**config.mk**
```make
export PLATFORM = sky130hd
export DESIGN_NAME = lsu_ctrl
export DESIGN_NICKNAME = d
export VERILOG_FILES = /design/src/rtl/mem_pkg.sv /design/src/rtl/lsu_merge.sv /design/src/rtl/lsu_ctrl.sv
export SDC_FILE = /design/constraint.sdc
export NUM_CORES = 1
export LEC_CHECK = 0
export CORE_MARGIN = 2
export CORE_UTILIZATION = 40
export CTS_BUF_LIST = sky130_fd_sc_hd__clkbuf_8
export CTS_CLUSTER_SIZE = 30
export DETAILED_ROUTE_END_ITERATION = 6
export GPL_ROUTABILITY_DRIVEN = 0
export GPL_TIMING_DRIVEN = 0
export PLACE_DENSITY = 0.67
export SKIP_CTS_REPAIR_TIMING = 1
export SKIP_LAST_GASP = 1
export SLEW_MARGIN = 0
export SYNTH_ARGS = -nofsm -noshare
export SYNTH_HDL_FRONTEND = slang
export SYNTH_SLANG_ARGS = --single-unit
```
**constraint.sdc**
```tcl
create_clock -name clk -period 6 [get_ports clk]
set_input_delay 0.9 -clock clk [delete_from_list [all_inputs] [get_ports clk]]
set_output_delay 0.9 -clock clk [all_outputs]
set_load 0.05 [all_outputs]
```
**src/rtl/mem_pkg.sv**
```systemverilog
// Shared definitions for the load/store unit: op codes, RAM size masks,
// FSM state encoding and small decode helpers.
package mem_pkg;

    typedef enum logic [3:0] {
        OP_LB  = 4'd0,
        OP_LBU = 4'd1,
        OP_LH  = 4'd2,
        OP_LHU = 4'd3,
        OP_LW  = 4'd4,
        OP_SB  = 4'd5,
        OP_SH  = 4'd6,
        OP_SW  = 4'd7,
        OP_LWL = 4'd8,
        OP_LWR = 4'd9,
        OP_SWL = 4'd10,
        OP_SWR = 4'd11
    } lsu_op_e;

    // RAM access size: 1x = word, 01 = half, 00 = byte
    localparam logic [1:0] MASK_BYTE = 2'b00;
    localparam logic [1:0] MASK_HALF = 2'b01;
    localparam logic [1:0] MASK_WORD = 2'b10;

    typedef enum logic [1:0] {
        ST_IDLE   = 2'd0,
        ST_ACCESS = 2'd1,
        ST_BYTE   = 2'd2,
        ST_RESP   = 2'd3
    } lsu_state_e;

    function automatic logic op_illegal(input logic [3:0] op);
        return op > 4'd11;
    endfunction

    // Halfword ops need addr[0]==0, word ops need addr[1:0]==0
    function automatic logic misaligned(input logic [3:0] op, input logic [1:0] a);
        case (op)
            OP_LH, OP_LHU, OP_SH: return a[0];
            OP_LW, OP_SW:         return a != 2'b00;
            default:              return 1'b0;
        endcase
    endfunction

    function automatic logic [1:0] native_mask(input logic [3:0] op);
        case (op)
            OP_LB, OP_LBU, OP_SB: return MASK_BYTE;
            OP_LH, OP_LHU, OP_SH: return MASK_HALF;
            default:              return MASK_WORD;
        endcase
    endfunction

    function automatic logic is_load(input logic [3:0] op);
        return (op <= 4'd4) || (op == OP_LWL) || (op == OP_LWR);
    endfunction

endpackage

```
**src/rtl/lsu_merge.sv**
```systemverilog
// Combinational LWL/LWR register merge. word_i is the aligned RAM word,
// k_i the byte offset within it; left_i selects LWL, else LWR.
module lsu_merge
    import mem_pkg::*;
(
    input  logic [31:0] word_i,
    input  logic [31:0] rt_old_i,
    input  logic [1:0]  k_i,
    input  logic        left_i,
    output logic [31:0] merged_o
);

    logic [4:0]  lwl_sh;
    logic [2:0]  kp1;
    logic [5:0]  keep_sh;
    logic [4:0]  lwr_sh;
    logic [31:0] lwl_val;
    logic [31:0] lwr_val;

    // Shift amounts can reach 32 for LWL k=3 (keep nothing of rt_old), so keep_sh is 6 bits wide
    always_comb begin
        lwl_sh   = {2'd3 - k_i, 3'b000};
        kp1      = {1'b0, k_i} + 3'd1;
        keep_sh  = {kp1, 3'b000};
        lwr_sh   = {k_i, 3'b000};
        lwl_val  = (word_i << lwl_sh) | (rt_old_i & (32'hFFFF_FFFF >> keep_sh));
        lwr_val  = (word_i >> lwr_sh) | (rt_old_i & ~(32'hFFFF_FFFF >> lwr_sh));
        merged_o = left_i ? lwl_val : lwr_val;
    end

endmodule

```
**src/rtl/lsu_ctrl.sv**
```systemverilog
// Load/store control unit: one request at a time, alignment/op checking,
// RAM sequencing including byte-serial SWL/SWR and LWL/LWR merge.
// Optional macro LSU_ALIGN_CHECK_EN: reject misaligned LH/LHU/SH/LW/SW
// with resp_err and no RAM access. Without it, only illegal ops error.
module lsu_ctrl
    import mem_pkg::*;
(
    input  logic        clk,
    input  logic        rst,
    input  logic        req_valid,
    output logic        req_ready,
    input  logic [3:0]  req_op,
    input  logic [31:0] req_addr,
    input  logic [31:0] req_wdata,
    input  logic [31:0] req_rt_old,
    output logic        resp_valid,
    input  logic        resp_ready,
    output logic [31:0] resp_rdata,
    output logic        resp_err,
    output logic        ram_we,
    output logic [31:0] ram_addr,
    output logic [1:0]  ram_mask,
    output logic        ram_signed_ext,
    output logic [31:0] ram_wdata,
    input  logic [31:0] ram_rdata
);

    lsu_state_e  state_q, state_d;
    logic [3:0]  op_q, op_d;
    logic [31:0] addr_q, addr_d;
    logic [31:0] wdata_q, wdata_d;
    logic [31:0] rt_q, rt_d;
    logic [31:0] rdata_q, rdata_d;
    logic [1:0]  cnt_q, cnt_d;
    logic        err_q, err_d;

    logic        req_bad;
    logic [1:0]  k;
    logic [1:0]  last_cnt;
    logic        is_swl;
    logic        is_sw_unal;
    logic [31:0] merged;

    assign k          = addr_q[1:0];
    assign is_swl     = (op_q == OP_SWL);
    assign is_sw_unal = (op_q == OP_SWL) || (op_q == OP_SWR);
    // SWL writes k+1 bytes walking down, SWR writes 4-k bytes walking up
    assign last_cnt   = is_swl ? k : (2'd3 - k);

`ifdef LSU_ALIGN_CHECK_EN
    assign req_bad = op_illegal(req_op) || misaligned(req_op, req_addr[1:0]);
`else
    assign req_bad = op_illegal(req_op);
`endif

    lsu_merge u_merge (
        .word_i   (ram_rdata),
        .rt_old_i (rt_q),
        .k_i      (k),
        .left_i   (op_q == OP_LWL),
        .merged_o (merged)
    );

    assign req_ready  = (state_q == ST_IDLE);
    assign resp_valid = (state_q == ST_RESP);
    assign resp_rdata = rdata_q;
    assign resp_err   = err_q;

    // Next-state and request/response register updates
    always_comb begin
        state_d = state_q;
        op_d    = op_q;
        addr_d  = addr_q;
        wdata_d = wdata_q;
        rt_d    = rt_q;
        rdata_d = rdata_q;
        cnt_d   = cnt_q;
        err_d   = err_q;
        case (state_q)
            ST_IDLE: begin
                if (req_valid) begin
                    op_d    = req_op;
                    addr_d  = req_addr;
                    wdata_d = req_wdata;
                    rt_d    = req_rt_old;
                    rdata_d = 32'h0;
                    cnt_d   = 2'd0;
                    err_d   = req_bad;
                    state_d = req_bad ? ST_RESP : ST_ACCESS;
                end
            end
            ST_ACCESS: begin
                if (is_sw_unal) begin
                    cnt_d   = 2'd0;
                    state_d = ST_BYTE;
                end else begin
                    if (is_load(op_q))
                        rdata_d = ((op_q == OP_LWL) || (op_q == OP_LWR)) ? merged : ram_rdata;
                    state_d = ST_RESP;
                end
            end
            ST_BYTE: begin
                if (cnt_q == last_cnt) state_d = ST_RESP;
                else                   cnt_d   = cnt_q + 2'd1;
            end
            ST_RESP: begin
                if (resp_ready) state_d = ST_IDLE;
            end
            default: state_d = ST_IDLE;
        endcase
    end

    // RAM port decode from the state register so reset kills ram_we at once
    always_comb begin
        ram_we         = 1'b0;
        ram_addr       = 32'h0;
        ram_mask       = MASK_BYTE;
        ram_signed_ext = 1'b0;
        ram_wdata      = 32'h0;
        if (state_q == ST_ACCESS) begin
            case (op_q)
                OP_LB, OP_LBU, OP_LH, OP_LHU, OP_LW: begin
                    ram_addr       = addr_q;
                    ram_mask       = native_mask(op_q);
                    ram_signed_ext = (op_q == OP_LB) || (op_q == OP_LH);
                end
                OP_LWL, OP_LWR: begin
                    ram_addr = {addr_q[31:2], 2'b00};
                    ram_mask = MASK_WORD;
                end
                OP_SB, OP_SH, OP_SW: begin
                    ram_we    = 1'b1;
                    ram_addr  = addr_q;
                    ram_mask  = native_mask(op_q);
                    ram_wdata = wdata_q;
                end
                default: ;
            endcase
        end else if (state_q == ST_BYTE) begin
            ram_we = 1'b1;
            if (is_swl) begin
                ram_addr  = addr_q - {30'h0, cnt_q};
                ram_wdata = {24'h0, wdata_q[{2'd3 - cnt_q, 3'b000} +: 8]};
            end else begin
                ram_addr  = addr_q + {30'h0, cnt_q};
                ram_wdata = {24'h0, wdata_q[{cnt_q, 3'b000} +: 8]};
            end
        end
    end

    // State and captured-request registers
    always_ff @(posedge clk or posedge rst) begin
        if (rst) begin
            state_q <= ST_IDLE;
            op_q    <= 4'h0;
            addr_q  <= 32'h0;
            wdata_q <= 32'h0;
            rt_q    <= 32'h0;
            rdata_q <= 32'h0;
            cnt_q   <= 2'd0;
            err_q   <= 1'b0;
        end else begin
            state_q <= state_d;
            op_q    <= op_d;
            addr_q  <= addr_d;
            wdata_q <= wdata_d;
            rt_q    <= rt_d;
            rdata_q <= rdata_d;
            cnt_q   <= cnt_d;
            err_q   <= err_d;
        end
    end

endmodule

```
==> impl_metrics.toml <==
[drt]
drt_first_iter_violations = 620
drc_errors = 0
wl_per_cell_um = 19.8
wirelength_um = 30700
detailed_route_via_count = 8730
vias_cell = 5.63
drt_pre_antenna_iters = 6
postRouteAntennaNets = 0

[setup_path]
critical-path-slowest-cell = "dfrtp_1"
required_ps = 5100
crit_top_cell = "nor2_4"
timing.critical_path.from_type = "register"
worstPathArrival_ps = 5070
crit_buf_inv = 3
worst-setup-path-type = "reg2out"
type_of_destination_of_the_critical_path = "primary output"
slowest_delay_ps = 480
cp_top_family = "compound AO/OA/AOI/OAI gates"
crit_path_cell_trace = "nand3b_1 > nor2_4 > nor2_4 > clkinvlp_4 > buf_4 > ha_1 > a21oi_1 > o22ai_1 > or3_1 > o21ba_2 > a2111oi_4 > a31oi_1 > a221oi_2 > mux2_2 > a311o_1 > dlymetal6s2s_1"
cp_max_fo = 13

[synth]
mappedNetlistNets = 1136
synth_top_area_share_pct = 36.6
synth.top_cells.by_area = "dfrtp_1, mux2_2, ha_1"
synth.yosys.seq_area_share_pct = 36.6
synthFlopType = "dfrtp_1"
synth_seq_cells = 137
synth-edff-count = 0
syn-instance-count = 956
postSynthAreaPerCell_sq_um = 9.79
ys_warn_count = 0
post-synth-top-area-cell = "dfrtp_1"
asyncSetResetFlopFracSynth_pct = 100
synth.distinct_cells = 55
netlist_area_sq_um = 9360

[clock_network]
ctsLongestPathBuffers = 2
cts_tree = "yes"
cts.reportedPaths.clkPinSlew_ps = 80
clock_tree.htree_level_count = 4
cts_made_buffers = 17
clock_root_buffer_master = "clkbuf_8"
cts_num_sinks = 137
insertion_delay_ps = 470

[grt]
grt_antenna_before_repair = 2
wire_length_of_the_first_global_routing_pass_um = 47700
grt_pass1_vias = 8560
maximum_number_of_pins_on_one_net_before_global_route_repair = 72
gr_usage_total_pct = 25.2
grt_remaining_overflow = 0

[sta]
finalSetupViolCount = 0
clock.fmax_ghz = 0.168
finClkSkew_ps = 17.4
finalMaxSlewViolations = 0
grt_setup_unrepaired = "true"
final_min_period_ps = 5970
tightest_slew_ps = 1180
post-route-worst-setup-slack_ps = 33.2
max-slew-margin-rel_pct = 20.5
final_hold_viol_count = 0
layout_worst_path_cycle_share_pct = 99.4
final.hold.worst_slack_ps = 485
totalNegativeSetupSlack_ps = 0

[finish]
layout_common_cells = "clkdlybuf4s50_1, dfrtp_1, nand2_1"
layout.cells.non_filler = 1550
syn2layout_area_growth_pct = 35.7
final_design_area_no_fill_sq_um = 12700
finalNetCount = 1403
layout.cells.most_common = "clkdlybuf4s50_1"
final_util_pct = 55.8
post_route_cells_drive_above_1_share_pct = 15.4
filler_cell_count = 2023

[placed_design]
post-place-ws_ps = -919
place_hpwl_um = 23100
post-place-cells = 1508
postPlaceCellArea_sq_um = 12200
i_o_buffers = 238

[floorplanning]
die_area_sq_um = 24600
chipWidth_um = 157
ios = 239
dieHeight_um = 157
placeable_core_area_sq_um = 22800
initial_utilization_pct = 41.1
rows = 55

[run]
maxCapViolations = 0

[pwr]
ir_worst_vdd_v = 0.000309
power-per-cell-area_nw_per_um2 = 686
static-leakage-power_nw = 5.30
design_power_total_mw = 8.72

[min_path]
min_path_type = "reg2reg"

[outcome]
run_status = "completed"
==> final cells by class <==
class,count,area [sq um],share of cell area (%)
plain buffers,62,241,1.90
flip-flops and latches,137,3430,27.0
clock inverters,14,160,1.26
repair buffers,249,2500,19.7
repair inverters,1,7.51,0.0591
diodes,1,2.50,0.0197
well taps,313,392,3.08
clock buffers,18,248,1.95
inverters,18,76.3,0.601
multi-input cells,737,5640,44.4
==> layer usage <==
| metal | global-route usage (%) | share of wire (%) |
|---|---|---|
| met3 | 7.96 | 9.6 |
| met5 | 0 | 0.042 |
| met1 | 33.5 | 43 |
| met2 | 38.8 | 44 |
| met4 | 8.69 | 3.2 |
==> worst reg2reg max path: cells and delay by family (launching register included) <==
kind / cells / cell delay [ps]
flops: 1 / 420
fa+ha+maj: 1 / 150
buf+inv: 5 / 1590
simple gates: 3 / 590
compound gates: 2 / 430
==> cells by family (layout without fill, tap and decap cells) <==
group | Yosys count | count (layout) | synth area share (%)
AO/OA/AOI/OAI | 265 | 265 | 17.8
AND/OR/NAND/NOR | 235 | 235 | 11.3
multiplexers | 160 | 160 | 21.9
flip-flops | 137 | 137 | 36.6
buffers and inverters | 82 | 362 | 3.37
adder cells (fa/ha/maj) | 44 | 44 | 5.96
XOR/XNOR | 33 | 33 | 3.09
other | 0 | 1 | 0
==> registers in the layout, indices dropped and copies added (netlist names) <==
name and flops:
wdata_q 32, cnt_q 2, state_q 2, op_q 4
rt_q 32, resp_err 1, addr_q 32, resp_rdata 32
==> path summary, 6_finish.rpt <==
path / start / endpoint / slack [ps] / cells past startpoint
setup / recovery: op_q[1]$_DFFE_PP0P_ / ram_addr[31] / 30 / 16
max in group asynchronous: rst / addr_q[0]$_DFFE_PP0P_ / 4300 / 3
min in group asynchronous: rst / resp_rdata[24]$_DFFE_PP0P_ / 910 / 2
hold reg to reg: resp_rdata[29]$_DFFE_PP0P_ / resp_rdata[29]$_DFFE_PP0P_ / 490 / 2
hold / removal: resp_rdata[29]$_DFFE_PP0P_ / resp_rdata[29]$_DFFE_PP0P_ / 490 / 2
setup reg to reg: state_q[1]$_DFFE_PP0P_ / resp_rdata[24]$_DFFE_PP0P_ / 2730 / 11
==> cell usage after synthesis (9+ instances only) <==
master,count
o21ai_0,94
ha_1,43
o22ai_1,9
a211oi_1,10
nand2_1,112
nor2_1,52
a21o_1,22
xnor2_1,21
a21oi_1,57
xor2_1,12
and2_1,30
mux2i_1,27
mux4_2,22
clkbuf_1,59
mux2_2,109
a31oi_1,13
inv_1,18
a22o_1,9
dfrtp_1,137
==> power breakdown <==
part / internal (mW) / switching [mW] / total (mW)
Combinational: 2.48 / 3.70 / 6.18
Clock: 0.391 / 0.414 / 0.805
Sequential: 1.35 / 0.391 / 1.74
Total: 4.21 / 4.51 / 8.72
No activity file was read; power rests on OpenSTA's default activity.
